<file path="config.mk">
export PLATFORM = sky130hd
export DESIGN_NAME = ex_mem
export DESIGN_NICKNAME = d
export VERILOG_FILES = /design/src/rtl/ex_mem.sv
export SDC_FILE = /design/constraint.sdc
export NUM_CORES = 1
export LEC_CHECK = 0
export CAP_MARGIN = 25
export CORE_MARGIN = 4
export CORE_UTILIZATION = 38
export CTS_CLUSTER_DIAMETER = 200
export DETAILED_ROUTE_END_ITERATION = 8
export PLACE_DENSITY_LB_ADDON = 0.2
export SLEW_MARGIN = 25
export SYNTH_ARGS = -nofsm -noshare
export SYNTH_HDL_FRONTEND = slang
export SYNTH_SLANG_ARGS = --single-unit
</file>
<file path="constraint.sdc">
create_clock -name clock -period 1.4 [get_ports clock]
set_input_delay 0.21 -clock clock [delete_from_list [all_inputs] [get_ports clock]]
set_output_delay 0.21 -clock clock [all_outputs]
set_load 0.1 [all_outputs]
</file>
<file path="src/rtl/ex_mem.sv">
// EX/MEM pipeline register: carries execute results to mem and applies stall, bubble and flush rules.
// Also feeds the MADD/MSUB partial product and step counter back to execute while it is stalled.
module ex_mem #(
    parameter int unsigned ADDR_WIDTH = 5,
    parameter int unsigned DATA_WIDTH = 32,
    parameter int unsigned CNT_WIDTH  = 2
) (
    input  logic                    clock,
    input  logic                    reset,
    input  logic                    flush,
    input  logic                    stall_ex,
    input  logic                    stall_mem,
    input  logic                    ex_write_enable,
    input  logic [ADDR_WIDTH-1:0]   ex_write_addr,
    input  logic [DATA_WIDTH-1:0]   ex_write_data,
    input  logic                    ex_write_hilo_enable,
    input  logic [DATA_WIDTH-1:0]   ex_write_hi_data,
    input  logic [DATA_WIDTH-1:0]   ex_write_lo_data,
    input  logic [2*DATA_WIDTH-1:0] ex_hilo_temp,
    input  logic [CNT_WIDTH-1:0]    ex_cycle_count,
    output logic                    mem_write_enable,
    output logic [ADDR_WIDTH-1:0]   mem_write_addr,
    output logic [DATA_WIDTH-1:0]   mem_write_data,
    output logic                    mem_write_hilo_enable,
    output logic [DATA_WIDTH-1:0]   mem_write_hi_data,
    output logic [DATA_WIDTH-1:0]   mem_write_lo_data,
    output logic                    mem_valid,
    output logic [2*DATA_WIDTH-1:0] hilo_temp_out,
    output logic [CNT_WIDTH-1:0]    cycle_count_out
);

    logic                    we_q, we_d;
    logic [ADDR_WIDTH-1:0]   addr_q, addr_d;
    logic [DATA_WIDTH-1:0]   data_q, data_d;
    logic                    hilo_we_q, hilo_we_d;
    logic [DATA_WIDTH-1:0]   hi_q, hi_d;
    logic [DATA_WIDTH-1:0]   lo_q, lo_d;
    logic                    valid_q, valid_d;
    logic [2*DATA_WIDTH-1:0] temp_q, temp_d;
    logic [CNT_WIDTH-1:0]    cnt_q, cnt_d;

    // Next-state: flush > stall rules > advance; stall_mem without stall_ex falls into hold.
    always_comb begin
        we_d      = we_q;
        addr_d    = addr_q;
        data_d    = data_q;
        hilo_we_d = hilo_we_q;
        hi_d      = hi_q;
        lo_d      = lo_q;
        valid_d   = valid_q;
        temp_d    = temp_q;
        cnt_d     = cnt_q;
        if (flush) begin
            we_d      = 1'b0;
            addr_d    = '0;
            data_d    = '0;
            hilo_we_d = 1'b0;
            hi_d      = '0;
            lo_d      = '0;
            valid_d   = 1'b0;
            temp_d    = '0;
            cnt_d     = '0;
        end else if (!stall_ex && !stall_mem) begin
            we_d      = ex_write_enable;
            addr_d    = ex_write_addr;
            data_d    = ex_write_data;
            hilo_we_d = ex_write_hilo_enable;
            hi_d      = ex_write_hi_data;
            lo_d      = ex_write_lo_data;
            valid_d   = 1'b1;
            temp_d    = '0;
            cnt_d     = '0;
        end else begin
            temp_d = ex_hilo_temp;
            cnt_d  = ex_cycle_count;
            // Bubble: zero the whole payload so forwarding never matches a stale address.
            if (stall_ex && !stall_mem) begin
                we_d      = 1'b0;
                addr_d    = '0;
                data_d    = '0;
                hilo_we_d = 1'b0;
                hi_d      = '0;
                lo_d      = '0;
                valid_d   = 1'b0;
            end
        end
    end

    // State register with synchronous active-low reset.
    always_ff @(posedge clock) begin
        if (!reset) begin
            we_q      <= 1'b0;
            addr_q    <= '0;
            data_q    <= '0;
            hilo_we_q <= 1'b0;
            hi_q      <= '0;
            lo_q      <= '0;
            valid_q   <= 1'b0;
            temp_q    <= '0;
            cnt_q     <= '0;
        end else begin
            we_q      <= we_d;
            addr_q    <= addr_d;
            data_q    <= data_d;
            hilo_we_q <= hilo_we_d;
            hi_q      <= hi_d;
            lo_q      <= lo_d;
            valid_q   <= valid_d;
            temp_q    <= temp_d;
            cnt_q     <= cnt_d;
        end
    end

    assign mem_write_enable      = we_q;
    assign mem_write_addr        = addr_q;
    assign mem_write_data        = data_q;
    assign mem_write_hilo_enable = hilo_we_q;
    assign mem_write_hi_data     = hi_q;
    assign mem_write_lo_data     = lo_q;
    assign mem_valid             = valid_q;
    assign hilo_temp_out         = temp_q;
    assign cycle_count_out       = cnt_q;

endmodule

</file>
==> impl_metrics.tcl, run 1 <==
set metrics [dict create \
    synth_cell_types 14 \
    rows 45 \
    worst_path_max_delay_cell "dfxtp_1" \
    reg2regPathDepth 2 \
    worstPathMaxFanout 2 \
    max_slew_margin_pct 79.2 \
    final_area_um2 12000 \
    overflow 0 \
    gp_congestion 0.874 \
    grt_pass1_vias 5960 \
    synthCells 610 \
    grt_max_degree 78 \
    cp_top_family "flip-flops" \
    layout_min_cycle_time_ns 1.24 \
    grt_first_pass_wirelength_mm 32.5 \
    clk_latency_ns 0.41 \
    post-route-period-util_pct 88.4 \
    status "complete, no violations" \
    antenna_found_initial 0 \
    final_util_pct 78.4 \
    die_h_um 133 \
    tightest_slew_ns 0.313 \
    io_pins 344 \
    cts_resized 0 \
    reg2reg_to "mem_write_hi_data[19]$_SDFFE_PP0P_" \
    drv_cap 0 \
    cp_data_required_time_ns 1.19 \
    dr_total_vias 5614 \
    most-common-layout-cells "178 x buf_12, 171 x clkdlybuf4s50_1, 170 x dfxtp_1" \
    fillers 913 \
    start_util_pct 38.9 \
    finalHoldViolations 0 \
    first_pass_iters 4 \
    vias_per_cell 4.87 \
    holdBufCountCts 0 \
    r2r_start "mem_write_hi_data[19]$_SDFFE_PP0P_" \
    start_kind "flip-flop" \
    met1_usage_pct 24.6 \
    yosysWarningCount 0 \
    clk_pin_slew_ns 0.07 \
    grt_util_met2_pct 42.9 \
    worstPathArrival_ns 1.03 \
    worstHoldStart "stall_mem" \
    wl_per_cell_um 18.4 \
    whs_ns 0.185 \
    cp_num_cells 1 \
    rrSetupSlack_ns 0.69 \
    fin_tns_setup_ns 0 \
    layout-drive-gt1-share_pct 24.4 \
    clockRootBuffer "clkbuf_16" \
    wirelength_mm 21.2 \
    use_met3_pct 7.83 \
    placement.io_buffers 343 \
    ir_drop_uv 773 \
    ant_nets 0 \
    drc 0 \
    ys_ff_latch 170 \
    grt_use_total_pct 23.5 \
    die_area_um2 17700 \
    n_antenna_cell 0 \
    cts_buffers 17 \
    path_cells "buf_12" \
    finalSetupViolations 0 \
    layout_commonest_cell "buf_12" \
    max_stage_delay_ns 0.41 \
    syn_nets 784 \
    cts_setup_buffers 0 \
    dr.first_iter.drc_count 287 \
    worst-path-buf-inv 1 \
    hpwl_mm 16.0 \
    fmax_mhz 808 \
    slew_viol_final 0 \
    cts_tree "done" \
    core_area_um2 15300 \
    area_growth_pct 102 \
    syn_avg_cell_area_um2 9.72 \
    layout.nets 1103 \
    hp-class "in2reg" \
    synth_area_um2 5930 \
    end_kind "output pin" \
    htree_levels 4 \
    rsz0062_at_grt "no" \
    cellLeakagePower_nw 4.72 \
    setup.worst_path.start "mem_write_hi_data[0]$_SDFFE_PP0P_" \
    power.density_nw_per_um2 1080 \
    clock_sinks 170 \
    place_area_um2 11300 \
    die_w_um 133 \
    fin_worst_skew_ns 0 \
    critPathKind "reg2out" \
    clock_path_buffers 2 \
    endpoint "mem_write_hi_data[0]" \
    grt_busiest_layer "met2" \
    yosysSeqAreaShare_pct 57.4 \
]
[tightest hold or removal path: cells and delay by family]
family	cells	cell delay (ns)
buffers and inverters	1	0.19
AOI/OAI and AO/OA	1	0.05
and+or+nand+nor	1	0.09
[power by group]
part	total [W]	switching, W	internal, W
Combinational	0.00246	0.00137	0.00110
Clock	0.00543	0.00196	0.00347
Sequential	0.00509	0.000123	0.00497
[area by class of cell]
cell class / instances / area, um2 / area share, %
tap: 211 / 264 / 2.21
clock inverter: 13 / 238 / 1.99
timing repair buffer: 360 / 5360 / 44.7
sequential: 170 / 3400 / 28.4
clock buffer: 19 / 453 / 3.78
multi-input combinational: 380 / 2250 / 18.8
[synthesized netlist by cell type, drive strengths merged]
| library cell | number | area share [%] |
|---|---|---|
| a21oi | 104 | 8.8 |
| nand2 | 104 | 6.6 |
| buf | 23 | 2.4 |
| and3 | 66 | 7.0 |
| dfxtp | 170 | 57 |
| or3b | 103 | 15 |
| or2 | 1 | 0.11 |
| clkbuf | 37 | 2.4 |
| nor2b | 1 | 0.11 |
| nand2b | 1 | 0.11 |
[worst min path at each step]
| stage | cells after the start | endpoint |
|---|---|---|
| final | 3 | mem_write_data[6]$_SDFFE_PP0P_ |
| after global routing | 3 | mem_write_data[21]$_SDFFE_PP0P_ |
| after CTS | 3 | mem_write_data[6]$_SDFFE_PP0P_ |
| after detailed placement | 2 | mem_write_data[30]$_SDFFE_PP0P_ |
| after global placement | 2 | mem_write_hi_data[11]$_SDFFE_PP0P_ |
| after floorplan | 1 | cycle_count_out[0]$_SDFF_PP0_ |
[stage by stage]
stage | cells | setup WS [ns] | total power, W
2_1_floorplan | 610 | 0.158 | 0.00644
3_3_place_gp | 1121 | 0.0405 | 0.00761
3_5_place_dp | 1121 | -0.00139 | 0.00766
4_1_cts | 1153 | 0.130 | 0.0131
5_1_grt | 1153 | 0.133 | 0.0134
6_report | 1153 | 0.162 | 0.0130
[routing by layer]
layer	part of all wire, %	wire length (um)	up-vias
met5	0	0	-
met4	3.3	699	0
met3	7.6	1610	45
met2	54	11400	229
met1	35	7520	2608
li1	-	-	2732
[flip-flops by register name, indices dropped and copies added, names as in the netlist]
name / count
mem_write_addr: 5
mem_write_lo_data: 32
mem_write_hi_data: 32
hilo_temp_out: 64
mem_valid: 1
mem_write_enable: 1
mem_write_data: 32
cycle_count_out: 2
mem_write_hilo_enable: 1
[kinds of logic after synthesis]
| logic type | count (synthesis) | synth area share (%) |
|---|---|---|
| compound gates | 104 | 8.78 |
| buf+inv | 60 | 4.73 |
| flops | 170 | 57.4 |
| simple gates | 276 | 29.1 |
Note: power is estimated with default switching activity, not from simulation.
==> inputs of run 2 (changes only) <==
ABC_AREA = 1   (was default)
CORE_AREA = 4 4 131 133   (was default)
CORE_MARGIN = default   (was 4)
CORE_UTILIZATION = default   (was 38)
DIE_AREA = 0 0 135 137   (was default)
==> run 2 against run 1 <==
Effect of this change: final cell count grew 5.8%; sequential share of layout area grew 1.4 points; total power shrank 6.6%.
==> impl_metrics.tcl, run 2 <==
set metrics [dict create \
    reg2regPathDepth 2 \
    r2r_start "mem_write_data[26]$_SDFFE_PP0P_" \
    wirelength_mm 18.6 \
    clock_sinks 170 \
    most-common-layout-cells "206 x nand2_1, 176 x buf_12, 172 x clkdlybuf4s50_1" \
    drc 0 \
    tightest_slew_ns 0.473 \
    holdBufCountCts 0 \
    slew_viol_final 0 \
    yosys.area.top_type_share_pct 62.1 \
    whs_endpoint "mem_write_lo_data[5]$_SDFFE_PP0P_" \
    clk_pin_slew_ns 0.06 \
    hpwl_mm 14.4 \
    cp_num_cells 1 \
    syn_avg_cell_area_um2 8.32 \
    io_pins 344 \
    hp-class "in2reg" \
    finalSetupViolations 0 \
    placement.io_buffers 343 \
    ir_drop_uv 754 \
    power.density_nw_per_um2 1060 \
    layout_commonest_cell "nand2_1" \
    synth_top_cell_by_area "dfxtp_1" \
    rsz0062_at_grt "no" \
    n_antenna_cell 0 \
    worst-path-buf-inv 1 \
    synthFlopType "dfxtp_1" \
    yosysMostFrequentCell "nand2_1" \
    dr_total_vias 5268 \
    wl_per_cell_um 15.2 \
    rows 46 \
    synth_area_um2 5480 \
    start_util_pct 34.6 \
    die_area_um2 18500 \
    ys_ff_latch 170 \
    grt_first_pass_wirelength_mm 27.9 \
    cp_data_required_time_ns 1.19 \
    grt_pass1_vias 5108 \
    synth-edff-count 0 \
    clockRootBuffer "clkbuf_16" \
    clock_path_buffers 2 \
    layout.nets 1165 \
    yosysSeqAreaShare_pct 62.1 \
    grt_use_total_pct 19.7 \
    dr.first_iter.drc_count 270 \
    finalHoldViolations 0 \
    grt_max_degree 61 \
    post-route-period-util_pct 87.6 \
    clk_latency_ns 0.41 \
    worstHoldStart "stall_mem" \
    cts_resized 0 \
    first_pass_iters 4 \
    cp_top_family "flip-flops" \
    synth-async-reset-ratio_pct 0 \
    synth_cell_types 13 \
    critPathKind "reg2out" \
    worst_path_max_delay_cell "dfxtp_1" \
    yosysWarningCount 0 \
    largest_reg_flops 64 \
    fmax_mhz 816 \
    worstPathArrival_ns 1.02 \
    cts_tree "done" \
    overflow 0 \
    dpl_worst_slack_ns -0.126 \
    cts_buffers 17 \
    fin_worst_skew_ns 0 \
    max_slew_margin_pct 68.4 \
    synthCells 659 \
    setup_slack_ns 0.174 \
    start_kind "flip-flop" \
    synth_area_leaders "dfxtp_1 62%, nand2_1 14%, a21oi_1 9.5%" \
    status "complete, no violations" \
    layout_min_cycle_time_ns 1.23 \
    fillers 1141 \
    cellLeakagePower_nw 4.60 \
    die_h_um 137 \
    cts_setup_buffers 0 \
    hold_depth 5 \
    rrSetupSlack_ns 0.71 \
    max_stage_delay_ns 0.40 \
    htree_levels 4 \
    ant_nets 0 \
    area_growth_pct 108 \
    layout-drive-gt1-share_pct 21.5 \
    drv_cap 0 \
    vias_per_cell 4.32 \
    antenna_found_initial 0 \
    reg2reg_to "mem_write_data[26]$_SDFFE_PP0P_" \
    core_area_um2 15800 \
    final_util_pct 72.0 \
    path_cells "buf_12" \
    syn_nets 833 \
    gp_congestion 0.767 \
    die_w_um 135 \
    place_inst 1188 \
    yosys-top-cells-count "206 x nand2_1, 170 x dfxtp_1, 104 x a21oi_1" \
    end_kind "output pin" \
    final_cells 1220 \
    worstPathMaxFanout 2 \
]
==> run 2: changes by cell type in the layout (fill, tap and decap cells not counted), sizes merged, moves of 2 or more <==
cell	delta
buf	-7
inv	+64
clkinvlp	+2
and3	-66
clkinv	+3
nor2	+69
clkbuf	+3
or3b	-103
nand2	+102
bufinv	-4
==> run 2: cells by family after synthesis <==
family                 after synthesis  share of synthesized area, %
AO/OA/AOI/OAI                      105                          9.59
flip-flops                         170                          62.1
buffers and inverters              109                          9.31
AND/OR/NAND/NOR                    275                          19.0
==> run 2: worst max path at each step <==
stage | from | to | slack, ns
floorplan | mem_write_data[11]$_SDFFE_PP0P_ | mem_write_data[11]$_SDFFE_PP0P_ | 0.16
global route | mem_write_data[26]$_SDFFE_PP0P_ | mem_write_data[26] | 0.13
global placement | stall_ex | mem_write_lo_data[24]$_SDFFE_PP0P_ | -0.03
CTS | mem_write_data[26]$_SDFFE_PP0P_ | mem_write_data[26] | 0.14
finish | mem_write_data[26]$_SDFFE_PP0P_ | mem_write_data[26] | 0.17
detailed placement | stall_ex | mem_write_data[7]$_SDFFE_PP0P_ | -0.13
==> run 2: layout make-up <==
type | instances | area, um2 | share of cell area (%)
repair buffers | 354 | 5290 | 46.4
clock inverters | 10 | 118 | 1.03
inverters | 68 | 256 | 2.25
clock buffers | 22 | 474 | 4.16
flip-flops and latches | 170 | 3400 | 29.9
well taps | 216 | 270 | 2.37
multi-input cells | 380 | 1580 | 13.9
==> run 2: where the power goes <==
group / total [W] / switching [W] / internal [W]
Combinational: 0.00236 / 0.00135 / 0.00101
Sequential: 0.00509 / 0.000117 / 0.00497
Clock: 0.00468 / 0.00191 / 0.00277
==> run 2: metrics by stage <==
stage | area, um2 | total power, W | hold WS (ns) | setup TNS (ns)
2_1_floorplan | 5480 | 0.00638 | 0.322 | 0
3_3_place_gp | 10800 | 0.00755 | 0.478 | -1.92
3_5_place_dp | 10800 | 0.00757 | 0.483 | -8.43
6_report | 11400 | 0.0121 | 0.298 | 0
5_1_grt | 11400 | 0.0126 | 0.289 | 0
4_1_cts | 11400 | 0.0123 | 0.278 | 0
==> run 2: per-layer routing <==
| metal | part of all wire (%) | wire length (um) | vias to the layer above | track usage (%) |
|---|---|---|---|---|
| met5 | 0 | 0 | - | 0 |
| met4 | 2.6 | 477 | 0 | 7.73 |
| met3 | 10 | 1890 | 28 | 8.01 |
| met2 | 52 | 9700 | 238 | 34.4 |
| met1 | 35 | 6540 | 2344 | 21.5 |
| li1 | - | - | 2658 | - |
